`src/rtl/sobel_calc_pkg.sv`:
```
// Shared types and constants for the Sobel datapath and its controller.
package sobel_pkg;

  localparam int DEF_PIXEL_W = 8;

  function automatic int acc_w(input int pw);
    return pw + 3;
  endfunction

  function automatic int sum_w(input int pw);
    return pw + 4;
  endfunction

  localparam int ACC_W = acc_w(DEF_PIXEL_W);
  localparam int SUM_W = sum_w(DEF_PIXEL_W);

  typedef enum logic [2:0] {
    IDLE = 3'd0,
    ROW0 = 3'd1,
    ROW1 = 3'd2,
    ROW2 = 3'd3,
    MAG  = 3'd4,
    DONE = 3'd5
  } calc_state_t;

  // Indexed [row][col]; col 0 is the left column, row 0 the top row.
  localparam logic signed [2:0] KX [3][3] = '{
    '{-3'sd1, 3'sd0, 3'sd1},
    '{-3'sd2, 3'sd0, 3'sd2},
    '{-3'sd1, 3'sd0, 3'sd1}
  };

  localparam logic signed [2:0] KY [3][3] = '{
    '{-3'sd1, -3'sd2, -3'sd1},
    '{ 3'sd0,  3'sd0,  3'sd0},
    '{ 3'sd1,  3'sd2,  3'sd1}
  };

endpackage

```
`src/rtl/sobel_calc_if.sv`:
```
// Controller <-> gradient stage handshake: start/window in, done/busy/result out.
interface sobel_calc_if
  import sobel_pkg::*;
#(
  parameter int PIXEL_W = DEF_PIXEL_W
);
  logic                   start_calculation;
  logic [9*PIXEL_W-1:0]   window;
  logic                   calculation_done;
  logic                   busy;
  logic [PIXEL_W-1:0]     magnitude;
  logic                   edge_flag;

  modport master (
    output start_calculation, window,
    input  calculation_done, busy, magnitude, edge_flag
  );

  modport slave (
    input  start_calculation, window,
    output calculation_done, busy, magnitude, edge_flag
  );
endinterface

```
`src/rtl/sobel_calc_row_term.sv`:
```
// Combinational Gx/Gy contribution of one window row; row index 3 yields zero.
module sobel_row_term
  import sobel_pkg::*;
#(
  parameter int PIXEL_W = DEF_PIXEL_W
) (
  input  logic [1:0]                row_idx,
  input  logic [PIXEL_W-1:0]        p0,
  input  logic [PIXEL_W-1:0]        p1,
  input  logic [PIXEL_W-1:0]        p2,
  output logic signed [PIXEL_W+2:0] gx_term,
  output logic signed [PIXEL_W+2:0] gy_term
);

  localparam int AW = acc_w(PIXEL_W);

  // Coefficients are limited to {-2..2}, so each product is a shift and/or negate.
  function automatic logic signed [AW-1:0] coef_term(input logic signed [2:0] k,
                                                     input logic [PIXEL_W-1:0] p);
    logic signed [AW-1:0] v;
    v = $signed({3'b000, p});
    case (k)
      3'sd1:   coef_term = v;
      -3'sd1:  coef_term = -v;
      3'sd2:   coef_term = v <<< 1;
      -3'sd2:  coef_term = -(v <<< 1);
      default: coef_term = '0;
    endcase
  endfunction

  // Dot products of the selected kernel rows with the three pixels.
  always_comb begin
    gx_term = '0;
    gy_term = '0;
    if (row_idx <= 2'd2) begin
      gx_term = coef_term(KX[row_idx][0], p0) + coef_term(KX[row_idx][1], p1)
              + coef_term(KX[row_idx][2], p2);
      gy_term = coef_term(KY[row_idx][0], p0) + coef_term(KY[row_idx][1], p1)
              + coef_term(KY[row_idx][2], p2);
    end else begin
      gx_term = '0;
      gy_term = '0;
    end
  end

endmodule

```
`src/rtl/sobel_calc.sv`:
```
// Sobel gradient stage: captures a 3x3 window, accumulates Gx/Gy row by row,
// then produces a saturated |Gx|+|Gy| magnitude and a threshold flag.
module sobel_calc
  import sobel_pkg::*;
#(
  parameter int PIXEL_W   = DEF_PIXEL_W,
  parameter int THRESHOLD = 128
) (
  input logic         clk,
  input logic         rst,
  sobel_calc_if.slave bus
);

  localparam int AW = acc_w(PIXEL_W);
  localparam int SW = sum_w(PIXEL_W);
  localparam logic [SW-1:0] PIX_MAX = SW'((1 << PIXEL_W) - 1);
  localparam logic [SW-1:0] THR_V   = SW'(THRESHOLD);

  calc_state_t          state_r;
  logic [9*PIXEL_W-1:0] win_r;
  logic signed [AW-1:0] gx_acc_r;
  logic signed [AW-1:0] gy_acc_r;
  logic [PIXEL_W-1:0]   magnitude_r;
  logic                 edge_flag_r;
  logic                 done_r;
  logic                 busy_r;

  logic [1:0]           row_idx_s;
  logic [PIXEL_W-1:0]   p0_s, p1_s, p2_s;
  logic signed [AW-1:0] gx_term_s, gy_term_s;
  logic [SW-1:0]        gx_abs_s, gy_abs_s, sum_s;
  logic [PIXEL_W-1:0]   sat_s;
  logic                 edge_s;

  // Route the captured row belonging to the current ROW state to the kernel term.
  always_comb begin
    row_idx_s = 2'd3;
    p0_s      = '0;
    p1_s      = '0;
    p2_s      = '0;
    case (state_r)
      ROW0: begin
        row_idx_s = 2'd0;
        p0_s = win_r[0*PIXEL_W +: PIXEL_W];
        p1_s = win_r[1*PIXEL_W +: PIXEL_W];
        p2_s = win_r[2*PIXEL_W +: PIXEL_W];
      end
      ROW1: begin
        row_idx_s = 2'd1;
        p0_s = win_r[3*PIXEL_W +: PIXEL_W];
        p1_s = win_r[4*PIXEL_W +: PIXEL_W];
        p2_s = win_r[5*PIXEL_W +: PIXEL_W];
      end
      ROW2: begin
        row_idx_s = 2'd2;
        p0_s = win_r[6*PIXEL_W +: PIXEL_W];
        p1_s = win_r[7*PIXEL_W +: PIXEL_W];
        p2_s = win_r[8*PIXEL_W +: PIXEL_W];
      end
      default: begin
        row_idx_s = 2'd3;
      end
    endcase
  end

  sobel_row_term #(.PIXEL_W(PIXEL_W)) u_row_term (
    .row_idx (row_idx_s),
    .p0      (p0_s),
    .p1      (p1_s),
    .p2      (p2_s),
    .gx_term (gx_term_s),
    .gy_term (gy_term_s)
  );

  // Absolute values, sum, saturation and threshold compare for the MAG state.
  always_comb begin
    gx_abs_s = '0;
    gy_abs_s = '0;
    if (gx_acc_r[AW-1]) begin
      gx_abs_s = SW'(-gx_acc_r);
    end else begin
      gx_abs_s = SW'(gx_acc_r);
    end
    if (gy_acc_r[AW-1]) begin
      gy_abs_s = SW'(-gy_acc_r);
    end else begin
      gy_abs_s = SW'(gy_acc_r);
    end
    sum_s = gx_abs_s + gy_abs_s;
    if (sum_s > PIX_MAX) begin
      sat_s = '1;
    end else begin
      sat_s = sum_s[PIXEL_W-1:0];
    end
    edge_s = (SW'(sat_s) >= THR_V);
  end

  // Sequencer and result registers. Leaving DONE behaves exactly like IDLE, so
  // a pending start is accepted there and throughput stays at one result per
  // five clocks.
  always_ff @(posedge clk or posedge rst) begin
    if (rst) begin
      state_r     <= IDLE;
      win_r       <= '0;
      gx_acc_r    <= '0;
      gy_acc_r    <= '0;
      magnitude_r <= '0;
      edge_flag_r <= 1'b0;
      done_r      <= 1'b0;
      busy_r      <= 1'b0;
    end else begin
      done_r <= 1'b0;
      case (state_r)
        IDLE, DONE: begin
          if (bus.start_calculation) begin
            state_r  <= ROW0;
            win_r    <= bus.window;
            gx_acc_r <= '0;
            gy_acc_r <= '0;
            busy_r   <= 1'b1;
          end else begin
            state_r <= IDLE;
            busy_r  <= 1'b0;
          end
        end
        ROW0, ROW1, ROW2: begin
          gx_acc_r <= gx_acc_r + gx_term_s;
          gy_acc_r <= gy_acc_r + gy_term_s;
          if (state_r == ROW0) begin
            state_r <= ROW1;
          end else if (state_r == ROW1) begin
            state_r <= ROW2;
          end else begin
            state_r <= MAG;
          end
        end
        MAG: begin
          state_r     <= DONE;
          magnitude_r <= sat_s;
          edge_flag_r <= edge_s;
          done_r      <= 1'b1;
        end
        default: begin
          state_r <= IDLE;
          busy_r  <= 1'b0;
        end
      endcase
    end
  end

  assign bus.calculation_done = done_r;
  assign bus.busy             = busy_r;
  assign bus.magnitude        = magnitude_r;
  assign bus.edge_flag        = edge_flag_r;

endmodule

```
`src/flat_wrapper.sv`:
```
// flat-port wrapper written by rule: the top's interface ports become plain ports
module sobel_calc_flat import sobel_pkg::*;
#(
  parameter int PIXEL_W   = DEF_PIXEL_W,
  parameter int THRESHOLD = 128
)
  (clk, rst, bus_start_calculation, bus_window, bus_calculation_done, bus_busy, bus_magnitude, bus_edge_flag);
  sobel_calc_if #(.PIXEL_W(PIXEL_W)) bus_i ();
  input logic clk;
  input logic rst;
  input wire logic [$bits(bus_i.start_calculation)-1:0] bus_start_calculation;
  input wire logic [$bits(bus_i.window)-1:0] bus_window;
  output wire logic [$bits(bus_i.calculation_done)-1:0] bus_calculation_done;
  output wire logic [$bits(bus_i.busy)-1:0] bus_busy;
  output wire logic [$bits(bus_i.magnitude)-1:0] bus_magnitude;
  output wire logic [$bits(bus_i.edge_flag)-1:0] bus_edge_flag;
  assign bus_i.start_calculation = bus_start_calculation;
  assign bus_i.window = bus_window;
  assign bus_calculation_done = bus_i.calculation_done;
  assign bus_busy = bus_i.busy;
  assign bus_magnitude = bus_i.magnitude;
  assign bus_edge_flag = bus_i.edge_flag;
  sobel_calc #(.PIXEL_W(PIXEL_W), .THRESHOLD(THRESHOLD)) u_core (.clk(clk), .rst(rst), .bus(bus_i));
endmodule
```
`config.mk`:
```
export PLATFORM = sky130hd
export DESIGN_NAME = sobel_calc_flat
export DESIGN_NICKNAME = d
export VERILOG_FILES = /design/src/rtl/sobel_calc_pkg.sv /design/src/rtl/sobel_calc_if.sv /design/src/rtl/sobel_calc_row_term.sv /design/src/rtl/sobel_calc.sv /design/src/flat_wrapper.sv
export SDC_FILE = /design/constraint.sdc
export NUM_CORES = 1
export LEC_CHECK = 0
export CAP_MARGIN = 20
export CORE_MARGIN = 5
export CORE_UTILIZATION = 60
export DETAILED_ROUTE_END_ITERATION = 6
export PLACE_DENSITY_LB_ADDON = 0.3
export SYNTH_ARGS = -nofsm -noshare
export SYNTH_HDL_FRONTEND = slang
export SYNTH_SLANG_ARGS = --single-unit
```
`constraint.sdc`:
```
create_clock -name clk -period 16.6 [get_ports clk]
set_input_delay 3.32 -clock clk [delete_from_list [all_inputs] [get_ports clk]]
set_output_delay 3.32 -clock clk [all_outputs]
set_load 0.005 [all_outputs]
```
* Word-level counts from Yosys, hierarchy flattened
Index checks and enable logic that the tools add are counted.
** Word-level totals
- Output and inout bits :: 11
- Register bits after elaboration :: 108
** Cells by class
- Eq/ne operators :: 30
- $add $sub $neg :: 15
- Reduce and logical (&&, ||, !) cells :: 7
- Mux-type cells :: 37
- Bitwise operators :: 1
- Magnitude comparators :: 4
** Operator list (count)
- 11-bit one-hot mux with 4 select lines :: 6
- 11-bit 2-to-1 mux :: 9
- 8-bit one-hot mux with 3 select lines :: 3
- 11-bit adder :: 6
- 11-bit one-hot mux with 2 select lines :: 2
- 3-bit equality test, second input constant :: 14
- 9-bit binary-select mux with 2-bit select :: 2
- 9-bit 2-to-1 mux :: 4
- 8-bit negation with 11-bit output :: 3
- 9-bit negation with 11-bit output :: 3
- 3-bit by 2-bit equality test with 1-bit output, second input constant :: 8
- 12-bit 2-to-1 mux :: 2
- 11-bit negation with 12-bit output :: 2
- 3-bit by 1-bit equality test with 1-bit output, second input constant :: 7
- 12-bit adder :: 1
- 12-bit by 8-bit greater-than comparator with 1-bit output, second input constant :: 1
- 3-bit one-hot mux with 3 select lines :: 1
- 8-bit >= comparator, second input constant :: 1
- 8-bit 2-to-1 mux :: 1
- 3-bit 2-to-1 mux :: 2
- 2-bit one-hot mux with 3 select lines :: 1
- 2-bit AND reduction :: 2
- 4-bit OR reduction :: 1
- 3-bit >= comparator, second input constant :: 1
- other kinds (9) :: 11

* Logic depth before layout (Yosys ltp)
Gate-level depths: netlist of the first run.
- Depth in word-level cells :: 14
- Gate-level depth with buffers :: 32

* Cells and area by module
From an unflattened synthesis of the first run, not the netlist that was laid out.
** Unflattened totals
- Cell total of the unflattened synthesis :: 902
- Area, all modules :: 8466.9 sq um
** Modules (own cells, without submodules)
- sobel_calc :: instances 1, cells each 596, area each 6311.1 sq um
- sobel_row_term :: instances 1, cells each 306, area each 2155.8 sq um

* Least setup slack after synthesis of the first run
No wires, ideal clock.
- Path type :: reg-to-reg
- Start :: reg u_core.state_r[0]
- End :: reg u_core.gy_acc_r[10]
- Data required time :: 16.531 ns
- Cell stages (with the launch flop) :: 30
- Clock period less this slack :: 5.766 ns
- Path buffers :: 4
- Data arrival time :: 5.698 ns
- Setup time :: 0.069 ns
- Slack :: 10.834 ns
- Cell sequence :: dfrtp_1 > buf_6 > buf_6 > buf_2 > buf_2 > mux2_2 > a22oi_1 > nor2_1 > inv_1 > ha_1 > o221ai_1 > or4b_4 > xor2_1 > o21ai_0 > nand2_1 > fa_1 > inv_1 > ha_1 > a21oi_1 > o21bai_1 > a21oi_1 > xor2_1 > nor2_1 > ha_1 > nand2_1 > o21ai_0 > xor2_1 > xnor3_1 > or3_1 > nand3_1
** On the way
- Word-level cells in the longest chain between the ends :: 14
- Elaborated cells between the ends (all ways) :: 48
- Classes of those cells :: add/sub (9); order compare (1); eq/ne (17); mux (15); bitwise (1); reduce/logical (5)
** Ends and longest elaborated chain
- start, declared :: line sobel_calc.sv:19 : calc_state_t state_r;
- start signal, assigned :: line sobel_calc.sv:103 : state_r <= IDLE;
- start signal, assigned :: line sobel_calc.sv:116 : state_r <= ROW0;
- start signal, assigned :: line sobel_calc.sv:122 : state_r <= IDLE;
- 3-bit by 2-bit equality test with 1-bit output / 3-bit by 1-bit equality test with 1-bit output (equally long branches) :: line sobel_calc.sv:41, sobel_calc.sv:113
- 2-bit one-hot mux with 3 select lines :: line sobel_calc.sv:41 : case (state_r)
- 2-bit inverter with 3-bit output (not written as such) :: line sobel_calc_row_term.sv:38, sobel_calc_row_term.sv:39
- 9-bit binary-select mux with 2-bit select :: line sobel_calc_row_term.sv:38, sobel_calc_row_term.sv:39
- 9-bit 2-to-1 mux (not written as such) (2 in a row) :: line sobel_calc_row_term.sv:39 : + coef_term(KY[row_idx][2], p2);
- 3-bit equality test (tied with other cells) :: line sobel_calc_row_term.sv:22 : case (k)
- 11-bit one-hot mux with 4 select lines :: line sobel_calc_row_term.sv:22
- 11-bit 2-to-1 mux :: line sobel_calc_row_term.sv:35 : if (row_idx <= 2'd2) begin
- 11-bit adder :: line sobel_calc_row_term.sv:38 : gy_term = coef_term(KY[row_idx][0], p0) + coef_term(KY[row_idx][1], p1)
- 11-bit adder :: line sobel_calc_row_term.sv:39
- 11-bit 2-to-1 mux :: line sobel_calc_row_term.sv:35
- 11-bit adder :: line sobel_calc.sv:128 : gy_acc_r <= gy_acc_r + gy_term_s;
- 11-bit one-hot mux with 2 select lines :: line sobel_calc.sv:113 : case (state_r)
- end signal, assigned :: line sobel_calc.sv:128
- end, declared :: line sobel_calc.sv:22 : logic signed [AW-1:0] gy_acc_r;
Parallel ways exist; a longest one is shown, timed or not. The select of a mux whose other input is x is not followed.
A chain may end at the register's enable or synchronous reset.

* Worst setup path after layout of the first run
- Start :: reg u_core.state_r[1]
- End :: reg u_core.gy_acc_r[10]
Same word-level chain as after synthesis.

==> results.sh, run 1 <==
export IMPL_grt_pass1_vias=6135
export IMPL_io_pins=86
export IMPL_cp_top_family="compound AO/OA/AOI/OAI gates"
export IMPL_grt_usage_pct=22.78
export IMPL_synth_seq_area_share_pct=32.99
export IMPL_clkLatencyLatePin_ns=0.36
export IMPL_worstMarginPinSlew_ns=0.9764
export IMPL_drc=0
export IMPL_drv_cap=0
export IMPL_synth_cell_types=57
export IMPL_max_freq_ghz=0.1468
export IMPL_antenna_found_initial=0
export IMPL_synth_edf_count=0
export IMPL_cts_setup_buffers=0
export IMPL_start_kind="register"
export IMPL_dp_hpwl_mm=13.58
export IMPL_critPathMaxFanout=72
export IMPL_hold_end="u_core.bus.magnitude[4]"
export IMPL_r2r_cells=26
export IMPL_r2r_slack_ns=9.79
export IMPL_synth_xor_xnor_area_share_pct=8.156
export IMPL_h_tree_depth=3
export IMPL_cp_buffers_inverters=2
export IMPL_routabilityCongestion=0.9216
export IMPL_antenna_left=0
export IMPL_synth_seq_cells=107
export IMPL_yosys_area_share_simple_pct=12.83
export IMPL_synthTopCellsByCount="107 x dfrtp_1, 99 x nand2_1, 89 x mux2_2, 64 x ha_1, 60 x o21ai_0"
export IMPL_final_nets=1073
export IMPL_numPortBuffers=84
export IMPL_num_rows=42
export IMPL_overflow=0
export IMPL_crit_slowest_cell="buf_4"
export IMPL_die_x_um=126.3
export IMPL_synth_top_family_by_area="multiplexers"
export IMPL_cts_buffer_depth=2
export IMPL_netlist_instances=854
export IMPL_avgRoutedWirePerCell_um=16.46
export IMPL_fin_setup_tns_ns=0
export IMPL_worstPathArrival_ns=7.10
export IMPL_worst_setup_hold_path_clk_slew_ns=0.07
export IMPL_busiest_layer="met2"
export IMPL_routed_via_density=5.768
export IMPL_multiInputGateArea_um2=5115
export IMPL_grt_use_met2_pct=37.75
export IMPL_fillers=1019
export IMPL_worstHoldStart="u_core.bus.magnitude[4]"
export IMPL_rsz0062_at_grt="no"
export IMPL_synth_compound_area_share_pct=13.92
export IMPL_cts_root_buffer="clkbuf_16"
export IMPL_crit_type="register to register"
export IMPL_synth_mux_area_share_pct=14.68
export IMPL_holdBufCountCts=0
export IMPL_drive_above_1_share_pct=13.74
export IMPL_drt_total_wl_mm=18.11
export IMPL_diodes=0
export IMPL_async_flop_share_pct=100.0
export IMPL_synth_warnings=0
export IMPL_synth_top_area_cell="dfrtp_1"
export IMPL_drt_first_pass_iters=5
export IMPL_syn_to_final_growth_pct=15.43
export IMPL_synth_flop_cell="dfrtp_1"
export IMPL_netlist_area_um2=8115
export IMPL_critPathMaxStageDelay_ns=0.62
export IMPL_die_area_um2=15950
export IMPL_die_height_um=126.3
export IMPL_min_period_ns=6.811
export IMPL_fin_crit_sh_pct=41.03
export IMPL_slew_headroom_pct=34.90
export IMPL_cts_sinks=107
export IMPL_hold_class="register to register"
export IMPL_cts_buffers=9
export IMPL_synth_nets=1007
export IMPL_num_vias=6345
export IMPL_grt_max_degree=74
export IMPL_cp_end_kind="register"
export IMPL_hold_viol=0
export IMPL_status="complete, no violations"
export IMPL_hold_depth=1
export IMPL_cts_resized=0
export IMPL_synth_most_common_cell="dfrtp_1"
export IMPL_cts_tree="yes"
export IMPL_synth_fa_ha_area_share_pct=13.32
export IMPL_grt_first_pass_wirelength_mm=29.82
export IMPL_slew_viol_final=0
export IMPL_synth_area_per_cell_um2=9.503
export IMPL_core_um2=13240
export IMPL_timing_rr_start="u_core.state_r[1]"
export IMPL_rr_endpoint="u_core.gy_acc_r[10]"
export IMPL_ys_top_cells_by_area="dfrtp_1 33%, mux2_2 12%, ha_1 9.9%, xnor2_1 4.9%, nand2_1 4.6%"
export IMPL_fin_skew_ns=0.01089
export IMPL_register_area_um2=2679
export IMPL_first_iter_violations=418
export IMPL_initial_core_util_pct=61.28
export IMPL_use_met3_pct=4.119
export IMPL_required_ns=16.89
export IMPL_synth_top_area_share_pct=32.99
export IMPL_setup_viol=0
export IMPL_use_met1_pct=30.73
[worst max-delay path by stage]
| stage | cells past startpoint | slack, ns | endpoint | start |
|---|---|---|---|---|
| after floorplan | 1 | 10.46 | u_core.bus.busy | rst |
| after global placement | 24 | 10.01 | u_core.gy_acc_r[10] | u_core.state_r[1] |
| after detailed placement | 26 | 9.88 | u_core.gy_acc_r[10] | u_core.state_r[1] |
| after CTS | 26 | 9.83 | u_core.gy_acc_r[10] | u_core.state_r[1] |
| after global routing | 24 | 9.37 | u_core.gy_acc_r[10] | u_core.state_r[1] |
| final | 26 | 9.79 | u_core.gy_acc_r[10] | u_core.state_r[1] |
[placed cells by master (no fill, tap or decap), drive strengths merged, types with 3 or more instances in the layout]
cell	synthesis	final
dfrtp	107	107
nand2	99	99
mux2	93	93
clkdlybuf4s50	0	84
ha	64	64
o21ai	61	61
nor2	59	59
xnor2	45	45
a21oi	42	42
inv	40	42
xor2	28	28
mux2i	14	14
fa	14	14
o21bai	13	13
a21o	12	12
nand2b	11	11
a22oi	11	11
buf	17	11
clkbuf	23	11
and2	10	10
nor3	9	9
nand3	7	7
o22a	7	7
o41ai	5	5
nor2b	5	5
or2	5	5
or3	5	5
a22o	5	5
o31ai	5	5
nor4	4	4
a211oi	3	3
nor4b	3	3
[layer usage]
layer / wire length, um / vias up
met5: 0 / -
met4: 391 / 0
met3: 808 / 26
met2: 8904 / 156
met1: 8000 / 3036
li1: - / 3127
[cells by family (layout without fill, tap and decap cells)]
kind of cell | count (synthesis) | in the layout
AOI/OAI and AO/OA | 180 | 180
muxes | 107 | 107
xor gates and xnor gates | 74 | 74
DFF | 107 | 107
and+or+nand+nor | 228 | 228
adders and majority gates | 78 | 78
buffers and inverters | 80 | 150
[registers in the layout, indices dropped and copies added, names as in the netlist]
name,count
u_core.bus.edge_flag,1
u_core.bus.magnitude,8
u_core.bus.calculation_done,1
u_core.gy_acc_r,11
u_core.win_r,71
u_core.state_r,3
u_core.bus.busy,1
u_core.gx_acc_r,11
[final cells by class]
class	instances	share of cell area (%)
clock buffer	11	2.591
clock inverter	4	0.3740
inverter	40	1.629
multi-input combinational	667	54.60
sequential	107	28.60
tap	176	2.351
timing repair buffer	95	9.857
[worst reg2reg max path, stage by stage, from the launching register on]
cell,delay [ns]
dfrtp_2,0.50
buf_4,0.62
mux2i_1,0.53
mux2i_1,0.18
o21ai_0,0.54
nand2_1,0.14
xor2_1,0.18
o21ai_0,0.16
nand2_1,0.10
fa_1,0.54
inv_1,0.05
ha_1,0.34
a21o_1,0.17
a21oi_1,0.23
o21bai_1,0.10
a21oi_1,0.22
o21bai_1,0.09
a21oi_1,0.17
xor2_1,0.16
nor2_1,0.06
ha_1,0.34
nand2_1,0.06
o21ai_0,0.23
xor2_1,0.24
xnor3_1,0.39
or3_1,0.33
nand3_1,0.08
[per-stage QoR]
step | cells | setup WS, ns | area, um2 | utilization, % | hold WS [ns]
global route | 1100 | 9.375 | 9368 | 70.74 | 0.5257
finish | 1100 | 9.789 | 9368 | 70.74 | 0.5074
floorplan | 854 | 10.46 | 8115 | - | 0.4721
global placement | 1085 | 10.01 | 9090 | 68.64 | 0.4787
detailed placement | 1085 | 9.875 | 9090 | 68.64 | 0.4964
CTS | 1100 | 9.827 | 9368 | 70.74 | 0.5133
Power of run 1 is not shown: default switching activity piles up to over one toggle a cycle in this logic, so the estimate is an artifact.
==> run 2: changes to the inputs <==
CORE_UTILIZATION = 53   (was 60)
clock period = 5.65 ns   (was 16.6 ns; I/O delays follow)
==> results.sh, run 2 (same netlist as run 1, synthesis figures left out) <==
export IMPL_cts_buffers=9
export IMPL_fillers=1256
export IMPL_holdBufCountCts=0
export IMPL_dp_hpwl_mm=13.61
export IMPL_start_kind="register"
export IMPL_io_pins=86
export IMPL_grt_max_degree=77
export IMPL_drive_above_1_share_pct=18.56
export IMPL_routabilityCongestion=0.9239
export IMPL_cp_end_kind="register"
export IMPL_grt_first_pass_wirelength_mm=29.75
export IMPL_largest_reg_flops=71
export IMPL_r2r_slack_ns=0.29
export IMPL_cts_root_buffer="clkbuf_16"
export IMPL_fin_setup_tns_ns=0
export IMPL_die_height_um=133.7
export IMPL_hold_viol=0
export IMPL_worst_setup_hold_path_clk_slew_ns=0.07
export IMPL_drc=0
export IMPL_fin_crit_sh_pct=94.93
export IMPL_avgRoutedWirePerCell_um=15.67
export IMPL_clkLatencyLatePin_ns=0.35
export IMPL_syn_to_final_growth_pct=20.81
export IMPL_fin_skew_ns=0.009398
export IMPL_overflow=0
export IMPL_antenna_found_initial=0
export IMPL_crit_type="register to register"
export IMPL_diodes=0
export IMPL_first_iter_violations=415
export IMPL_worstPathArrival_ns=5.65
export IMPL_reg_largest_list="u_core.win_r: 71 flops, u_core.gx_acc_r: 11 flops, u_core.gy_acc_r: 11 flops"
export IMPL_drt_total_wl_mm=17.97
export IMPL_routed_via_density=5.583
export IMPL_cts_buffer_depth=2
export IMPL_final_cell_mix="105 x dfrtp_1, 99 x nand2_1, 89 x mux2_2, 84 x clkdlybuf4s50_1, 61 x ha_1"
export IMPL_initial_core_util_pct=53.78
export IMPL_min_period_ns=5.363
export IMPL_slew_headroom_pct=34.74
export IMPL_status="complete, no violations"
export IMPL_whs_ns=0.5030
export IMPL_worstMarginPinSlew_ns=0.9789
export IMPL_antenna_left=0
export IMPL_required_ns=5.94
export IMPL_final_common_cell="dfrtp_1"
export IMPL_cts_sinks=107
export IMPL_critPathMaxFanout=5
export IMPL_numPortBuffers=84
export IMPL_grt_pass1_vias=6151
export IMPL_dpl_cell_area_um2=9331
export IMPL_cts_tree="yes"
export IMPL_drt_first_pass_iters=5
export IMPL_die_area_um2=17890
export IMPL_slew_viol_final=0
export IMPL_max_freq_ghz=0.1864
export IMPL_drv_cap=0
export IMPL_die_x_um=133.7
export IMPL_num_vias=6404
export IMPL_stdcell_area_um2=9804
export IMPL_largest_register="u_core.win_r"
export IMPL_grt_usage_pct=20.21
export IMPL_core_um2=15090
export IMPL_num_rows=45
export IMPL_h_tree_depth=3
export IMPL_final_nets=1107
export IMPL_hold_class="register to register"
export IMPL_setup_viol=0
==> run 2: cell count changes in the layout (fill, tap and decap cells not counted), moves of 2 or more <==
cell | before | now
a21oi_1 | 41 | 38
ha_2 | 0 | 2
ha_1 | 64 | 61
nor2_2 | 1 | 3
a21oi_2 | 1 | 3
nor2_1 | 58 | 56
o21ai_0 | 60 | 56
buf_4 | 11 | 40
buf_12 | 0 | 2
o21ai_1 | 1 | 4
==> run 2: repair_timing <==
| item | 4_1_cts | 5_1_grt |
|---|---|---|
| gates cloned | 0 | 1 |
| setup endpoints to repair | 1 | 1 |
| setup buffers | 0 | 6 |
| resized for setup | 1 | 20 |
| pin swaps | 0 | 11 |
==> run 2: metrics by stage <==
stage,setup slack [ns],std cells,util (%)
final,0.2865,1147,64.98
after global routing,-0.04959,1147,64.98
after CTS,0.009343,1139,63.86
after detailed placement,-0.02060,1123,61.84
after global placement,0.09537,1123,61.84
after floorplan,0.01908,854,-
==> run 2: critical path: stages, from the launching register on <==
cell and delay [ns]:
dfrtp_2 0.41, buf_12 0.12, mux2_2 0.32, a22oi_1 0.14
nor2_1 0.08, inv_1 0.10, ha_2 0.21, o221ai_2 0.10
or4b_4 0.59, xor2_1 0.18, o21ai_1 0.16, nand2_1 0.09
fa_1 0.48, inv_1 0.07, ha_4 0.26, a21oi_4 0.15
o21bai_1 0.08, a21oi_1 0.15, xor2_1 0.15, nor2_1 0.06
ha_1 0.35, nand2_1 0.08, o21ai_2 0.15, xor2_1 0.18
xnor3_1 0.25, or3_1 0.31, nand3_1 0.08
==> run 2: per-layer routing <==
| metal | wire, um | global-route usage (%) | part of all wire [%] |
|---|---|---|---|
| met5 | 0 | 0 | 0 |
| met4 | 479 | 7.943 | 2.7 |
| met3 | 569 | 2.379 | 3.2 |
| met2 | 8683 | 33.49 | 48 |
| met1 | 8239 | 27.10 | 46 |
==> run 2: area by class of cell <==
cell class	count	area [um2]	share of cell area, %
multi-input combinational	667	5195	52.99
sequential	107	2680	27.34
timing repair buffer	129	1245	12.70
tap	188	235.2	2.399
clock buffer	11	232.7	2.374
inverter	40	152.6	1.557
clock inverter	5	63.81	0.6508
==> run 2: worst paths after layout <==
kind	endpoint	cells after the start	start
max in group asynchronous	u_core.state_r[1]	4	rst
max	u_core.gy_acc_r[10]	26	u_core.state_r[0]
min	u_core.bus.magnitude[7]	2	u_core.bus.magnitude[7]
min reg2reg	u_core.bus.magnitude[7]	2	u_core.bus.magnitude[7]
min in group asynchronous	u_core.win_r[7]	2	rst
max reg2reg	u_core.gy_acc_r[10]	26	u_core.state_r[0]
Power of run 2 is left out for the same reason.
